## src/rtl/taillight_switch_decoder_if.sv

```systemverilog
// Switch inputs and sequencer-facing outputs of the taillight switch decoder.
// The master side drives the raw switches; the slave side is the decoder.
interface taillight_switch_decoder_if;
    logic       sw_l;
    logic       sw_r;
    logic       sw_brk;
    logic       sw_err;
    logic [2:0] mode;
    logic       mode_chg;
    logic       step_tick;
    logic [3:0] sw_clean;

    modport master (
        output sw_l, sw_r, sw_brk, sw_err,
        input  mode, mode_chg, step_tick, sw_clean
    );

    modport slave (
        input  sw_l, sw_r, sw_brk, sw_err,
        output mode, mode_chg, step_tick, sw_clean
    );
endinterface

```

## src/rtl/taillight_switch_decoder.sv

```systemverilog
// Taillight input front end: synchronize, debounce and priority-decode the board switches,
// then hold the mode until a pattern-step boundary (ERROR entry excepted).
module taillight_switch_decoder #(
    parameter int unsigned DEBOUNCE_CYCLES = 1000000,
    parameter int unsigned TICK_CYCLES     = 12500000
) (
    input logic                        clk,
    input logic                        rst_n,
    taillight_switch_decoder_if.slave  bus
);

    localparam int unsigned DbW = $clog2(DEBOUNCE_CYCLES);
    localparam int unsigned TkW = $clog2(TICK_CYCLES);
    localparam logic [DbW-1:0] DbLast = DbW'(DEBOUNCE_CYCLES - 1);
    localparam logic [TkW-1:0] TkLast = TkW'(TICK_CYCLES - 1);

    typedef enum logic [2:0] {
        ModeIdle   = 3'd0,
        ModeLeft   = 3'd1,
        ModeRight  = 3'd2,
        ModeBrake  = 3'd3,
        ModeHazard = 3'd4,
        ModeError  = 3'd5
    } mode_e;

    typedef enum logic {StHold, StPend} state_e;

    // Bit order {err, brk, r, l} throughout.
    logic [3:0]     raw;
    logic [3:0]     sync1_q, sync2_q;
    logic [3:0]     stable_q, stable_d;
    logic [DbW-1:0] db_cnt_q [4];
    logic [DbW-1:0] db_cnt_d [4];
    logic [TkW-1:0] tk_cnt_q, tk_cnt_d;
    logic           tick_now, tick_q;
    mode_e          req, mode_q, mode_d;
    state_e         state_q, state_d;
    logic           chg_q, chg_d;
    logic           err_entry;

    assign raw = {bus.sw_err, bus.sw_brk, bus.sw_r, bus.sw_l};

    always_ff @(posedge clk or negedge rst_n) begin
        if (!rst_n) begin
            sync1_q <= '0;
            sync2_q <= '0;
        end else begin
            sync1_q <= raw;
            sync2_q <= sync1_q;
        end
    end

    always_comb begin
        stable_d = stable_q;
        for (int i = 0; i < 4; i++) begin
            db_cnt_d[i] = '0;
            if (sync2_q[i] != stable_q[i]) begin
                if (db_cnt_q[i] == DbLast) stable_d[i] = sync2_q[i];
                else                       db_cnt_d[i] = db_cnt_q[i] + DbW'(1);
            end
        end
    end

    always_comb begin
        if (stable_q[3])                    req = ModeError;
        else if (stable_q[0] && stable_q[1]) req = ModeHazard;
        else if (stable_q[2])               req = ModeBrake;
        else if (stable_q[0])               req = ModeLeft;
        else if (stable_q[1])               req = ModeRight;
        else                                req = ModeIdle;
    end

    assign tick_now = (tk_cnt_q == TkLast);

    // ERROR entry is held off one cycle after any strobe so mode_chg never repeats back-to-back.
    always_comb begin
        state_d   = state_q;
        mode_d    = mode_q;
        chg_d     = 1'b0;
        err_entry = 1'b0;
        unique case (state_q)
            StHold: begin
                if (req != mode_q) begin
                    if (req == ModeError) err_entry = !chg_q;
                    else                  state_d   = StPend;
                end
            end
            StPend: begin
                if (req == mode_q) begin
                    state_d = StHold;
                end else if (req == ModeError) begin
                    if (!chg_q) begin
                        err_entry = 1'b1;
                        state_d   = StHold;
                    end
                end else if (tick_now) begin
                    mode_d  = req;
                    chg_d   = 1'b1;
                    state_d = StHold;
                end
            end
            default: state_d = StHold;
        endcase
        if (err_entry) begin
            mode_d = ModeError;
            chg_d  = 1'b1;
        end
    end

    always_comb begin
        tk_cnt_d = tick_now ? '0 : tk_cnt_q + TkW'(1);
        if (err_entry) tk_cnt_d = '0;
    end

    always_ff @(posedge clk or negedge rst_n) begin
        if (!rst_n) begin
            stable_q <= '0;
            for (int i = 0; i < 4; i++) db_cnt_q[i] <= '0;
            tk_cnt_q <= '0;
            tick_q   <= 1'b0;
            mode_q   <= ModeIdle;
            chg_q    <= 1'b0;
            state_q  <= StHold;
        end else begin
            stable_q <= stable_d;
            for (int i = 0; i < 4; i++) db_cnt_q[i] <= db_cnt_d[i];
            tk_cnt_q <= tk_cnt_d;
            tick_q   <= tick_now;
            mode_q   <= mode_d;
            chg_q    <= chg_d;
            state_q  <= state_d;
        end
    end

    assign bus.mode      = mode_q;
    assign bus.mode_chg  = chg_q;
    assign bus.step_tick = tick_q;
    assign bus.sw_clean  = stable_q;

endmodule
```

## src/flat_wrapper.sv

```systemverilog
// flat-port wrapper written by rule: the top's interface ports become plain ports
module taillight_switch_decoder_flat 
#(
    parameter int unsigned DEBOUNCE_CYCLES = 1000000,
    parameter int unsigned TICK_CYCLES     = 12500000
)
  (clk, rst_n, bus_sw_l, bus_sw_r, bus_sw_brk, bus_sw_err, bus_mode, bus_mode_chg, bus_step_tick, bus_sw_clean);
  taillight_switch_decoder_if bus_i ();
  input logic clk;
  input logic rst_n;
  input wire logic [$bits(bus_i.sw_l)-1:0] bus_sw_l;
  input wire logic [$bits(bus_i.sw_r)-1:0] bus_sw_r;
  input wire logic [$bits(bus_i.sw_brk)-1:0] bus_sw_brk;
  input wire logic [$bits(bus_i.sw_err)-1:0] bus_sw_err;
  output wire logic [$bits(bus_i.mode)-1:0] bus_mode;
  output wire logic [$bits(bus_i.mode_chg)-1:0] bus_mode_chg;
  output wire logic [$bits(bus_i.step_tick)-1:0] bus_step_tick;
  output wire logic [$bits(bus_i.sw_clean)-1:0] bus_sw_clean;
  assign bus_i.sw_l = bus_sw_l;
  assign bus_i.sw_r = bus_sw_r;
  assign bus_i.sw_brk = bus_sw_brk;
  assign bus_i.sw_err = bus_sw_err;
  assign bus_mode = bus_i.mode;
  assign bus_mode_chg = bus_i.mode_chg;
  assign bus_step_tick = bus_i.step_tick;
  assign bus_sw_clean = bus_i.sw_clean;
  taillight_switch_decoder #(.DEBOUNCE_CYCLES(DEBOUNCE_CYCLES), .TICK_CYCLES(TICK_CYCLES)) u_core (.clk(clk), .rst_n(rst_n), .bus(bus_i));
endmodule
```

## config.mk

```make
export PLATFORM = sky130hd
export DESIGN_NAME = taillight_switch_decoder_flat
export DESIGN_NICKNAME = d
export VERILOG_FILES = /design/src/rtl/taillight_switch_decoder_if.sv /design/src/rtl/taillight_switch_decoder.sv /design/src/flat_wrapper.sv
export SDC_FILE = /design/constraint.sdc
export NUM_CORES = 1
export LEC_CHECK = 0
export CAP_MARGIN = 0
export CORE_MARGIN = 4
export CORE_UTILIZATION = 65
export CTS_BUF_LIST = sky130_fd_sc_hd__clkbuf_8
export CTS_CLUSTER_DIAMETER = 40
export DETAILED_ROUTE_END_ITERATION = 8
export PLACE_DENSITY = 0.88
export RECOVER_POWER = 100
export SYNTH_ARGS = -nofsm -noshare
export SYNTH_HDL_FRONTEND = slang
export SYNTH_SLANG_ARGS = --single-unit
```

## constraint.sdc

```tcl
create_clock -name clk -period 3.2 [get_ports clk]
set_input_delay 0.32 -clock clk [delete_from_list [all_inputs] [get_ports clk]]
set_output_delay 0.32 -clock clk [all_outputs]
set_load 0.03 [all_outputs]
```

==> results.sh <==
export IMPL_num_rows=34
export IMPL_maxSlewViolCount=71
export IMPL_grt_overflow=0
export IMPL_hold_viol=0
export IMPL_ff2ff_setup_slack_ns=0.81
export IMPL_worst_setup_path_type="reg -> reg"
export IMPL_gr_usage_met1=0.304
export IMPL_final_setup_viol_count=0
export IMPL_hold_path_class="in -> async"
export IMPL_synth_main_ff_cell="dfrtp_1"
export IMPL_max_freq_ghz=0.419
export IMPL_ff2ff_path_depth=6
export IMPL_synth_edf_count=0
export IMPL_yosysWarnings=0
export IMPL_hold_buffers=0
export IMPL_synth_area_top_cells="dfrtp_1 (52%), xor2_1 (9.8%), nor2_1 (7.8%), xnor2_1 (4.9%), nand3_1 (3.5%)"
export IMPL_rsz0062_at_grt="false"
export IMPL_vias_per_cell=5.91
export IMPL_syn_inst=587
export IMPL_initial_core_util=0.671
export IMPL_cp_start_kind="flip-flop"
export IMPL_cp_end_kind="flip-flop"
export IMPL_cp_startpoint="u_core.db_cnt_q[40]"
export IMPL_use_met2=0.379
export IMPL_totalWireLength_um=11200
export IMPL_worstPathMaxFanout=20
export IMPL_p_leak_nw=2.87
export IMPL_ys_ff_latch=122
export IMPL_clockBufferDepth=2
export IMPL_yosysSeqAreaShare=0.516
export IMPL_p_per_area_nw_per_um2=448
export IMPL_port_buffers=14
export IMPL_antenna_cells=0
export IMPL_critical_path_top_delay_family="simple AND/OR/NAND/NOR gates"
export IMPL_crit_slowest_cell="nand2b_1"
export IMPL_fin_nets=617
export IMPL_coreArea_um2=8810
export IMPL_die_h_um=103
export IMPL_drive_above_1_share=0.0713
export IMPL_min_period_ns=2.39
export IMPL_avgSynthCellArea_um2=10.1
export IMPL_cts_buffers=17
export IMPL_worstMarginPinSlew_ns=1.66
export IMPL_synth_nets=598
export IMPL_root_buffer="clkbuf_8"
export IMPL_violations="max-capacitance violations, max-slew violations"
export IMPL_finalSetupTns_ns=0
export IMPL_peakVddDrop_mv=0.297
export IMPL_post_drt_wl_per_cell_um=15.4
export IMPL_post_route_util=0.730
export IMPL_r2r_start="u_core.db_cnt_q[40]"
export IMPL_fin_worst_skew_ns=0.0135
export IMPL_worstPathRequired_ns=3.47
export IMPL_firstDrtPassIters=5
export IMPL_drv_cap=1
export IMPL_gp_congestion=0.874
export IMPL_multiInputGateArea_um2=2700
export IMPL_antenna_found_initial=0
export IMPL_num_vias=4288
export IMPL_max_slew_margin=-0.108
export IMPL_grt_max_degree=71
export IMPL_cpPeakStageDelay_ns=0.64
export IMPL_antenna_left=0
export IMPL_outcome="finished with violations"
export IMPL_fillers=578
export IMPL_dieArea_um2=10700
export IMPL_synthesis_area_um2=5910
export IMPL_io_pins=15
export IMPL_area_delta_synth_final_pct=8.78
export IMPL_crit_buf_inv=0
export IMPL_clock_latency_ns=0.42
export IMPL_clk_pin_slew_ns=0.08
export IMPL_register_area_um2=3050
export IMPL_die_w_um=103
export IMPL_synth_async_sr_flop_share=1.00
export IMPL_use_met3=0.0577
export IMPL_drc=0
export IMPL_critPathArrivalTime_ns=2.65
export IMPL_drt_initial_drc_count=224
export IMPL_synthDistinctLibCells=50
export IMPL_postCtsSetupBuffers=0
export IMPL_grt_first_pass_wirelength_um=19700
export IMPL_fin_crit_sh=0.746
export IMPL_synth_top_area_cell="dfrtp_1"
export IMPL_path_cells="ha_1, and4_1, nand2_1, nor4_1, nand2b_1, nor2_1"
export IMPL_track_usage=0.235
export IMPL_grt_busiest_layer="met2"
export IMPL_hpwlAfterDp_um=7450
export IMPL_yosysTopAreaCellShare=0.516
export IMPL_power_mw=2.88
export IMPL_grt_pass1_vias=4316
export IMPL_r2r_end="u_core.db_cnt_q[46]"
export IMPL_h_tree_depth=4
export IMPL_postCtsResizedCells=0
export IMPL_clock_sinks=122
export IMPL_cts_tree="built"
[routing by layer]
layer  up-vias  routed length [µm]
met5         -                   0
met4         0                 245
met3        24                 422
met2       103                5650
met1      2110                4850
li1       2051                   -
[how the worst max path moves through the flow]
stage	endpoint	slack, ns	depth (start not counted)
2_1_floorplan	u_core.bus.mode[1]	1.41	6
3_3_place_gp	u_core.db_cnt_q[55]	0.98	6
3_5_place_dp	u_core.db_cnt_q[45]	0.86	6
4_1_cts	u_core.db_cnt_q[45]	0.84	6
5_1_grt	u_core.tk_cnt_q[22]	0.50	5
6_report	u_core.db_cnt_q[46]	0.81	6
[registers in the layout, summed over array words and instances, names as in the netlist]
register / count
u_core.sync2_q: 4
u_core.sync1_q: 4
u_core.tk_cnt_q: 24
u_core.state_q: 1
u_core.bus.sw_clean: 4
u_core.bus.mode: 3
u_core.db_cnt_q: 80
u_core.bus.step_tick: 1
u_core.bus.mode_chg: 1
[worst reg2reg max path: cells and delay by family (launching register included)]
family	cells	cell delay, ns
and+or+nand+nor	5	1.58
DFF	1	0.43
adders and majority gates	1	0.23
[power breakdown]
part / internal, mW / total [mW] / switching, mW
sequential: 1.56 / 1.58 / 0.0167
clock: 0.655 / 1.23 / 0.573
combinational: 0.0186 / 0.0771 / 0.0585
total: 2.23 / 2.88 / 0.649
[layout by cell type (no fill, tap or decap), types with 2 or more instances in the layout]
master / count
nor2b_1: 3
and4_1: 11
nand4_1: 30
nor4_2: 2
clkinv_2: 5
o21a_1: 2
nand3_1: 41
o21ai_0: 2
mux2_2: 3
nand3b_1: 5
dlygate4sd3_1: 13
nor4b_1: 4
clkbuf_1: 3
or2_2: 2
and3_1: 13
nand2_1: 35
and2_1: 4
nor3_1: 11
clkbuf_8: 20
nand2b_1: 4
dfrtp_1: 122
ha_1: 5
inv_1: 14
nor3_2: 2
xnor2_1: 33
nor4_1: 11
xor2_1: 66
nor2_1: 123
[layout make-up]
type                    instances  area share
clock inverters                10      0.0123
repair buffers                 17      0.0228
inverters                      12     0.00700
clock buffers                  20      0.0428
well taps                     108      0.0210
multi-input cells             436       0.419
flip-flops and latches        122       0.475
[synthesized netlist by cell type (2+ instances only)]
| master | number |
|---|---|
| nand4_1 | 30 |
| nor4b_2 | 2 |
| nand2b_1 | 4 |
| nor2b_1 | 3 |
| clkbuf_1 | 2 |
| mux2_2 | 4 |
| nor4b_1 | 3 |
| buf_2 | 7 |
| nand3b_1 | 5 |
| nor2_1 | 123 |
| and2_1 | 4 |
| nor3_1 | 11 |
| xnor2_1 | 33 |
| nor4_1 | 11 |
| inv_1 | 12 |
| o21a_1 | 2 |
| and4_1 | 11 |
| nand3_1 | 41 |
| xor2_1 | 66 |
| dfrtp_1 | 122 |
| nand2_1 | 35 |
| buf_4 | 8 |
| and3_1 | 13 |
| nor4_2 | 2 |
| ha_1 | 5 |
| or2_2 | 3 |
| nor3_2 | 2 |
[cells by family after synthesis]
logic type               synth area share
AO/OA/AOI/OAI                      0.0224
XOR/XNOR                            0.147
adder cells (fa/ha/maj)            0.0106
buffers and inverters              0.0250
flip-flops                          0.516
multiplexers                      0.00762
AND/OR/NAND/NOR                     0.271
[through the flow]
step,cells,area [µm²],worst slack (ns),hold slack (ns)
finish,725,6430,0.813,0.298
global route,725,6430,0.502,0.369
CTS,725,6460,0.842,0.0178
detailed placement,695,6100,0.859,0.336
global placement,695,6100,0.978,0.333
floorplan,587,5910,1.41,0.0244
(Power assumes the default switching activity.)
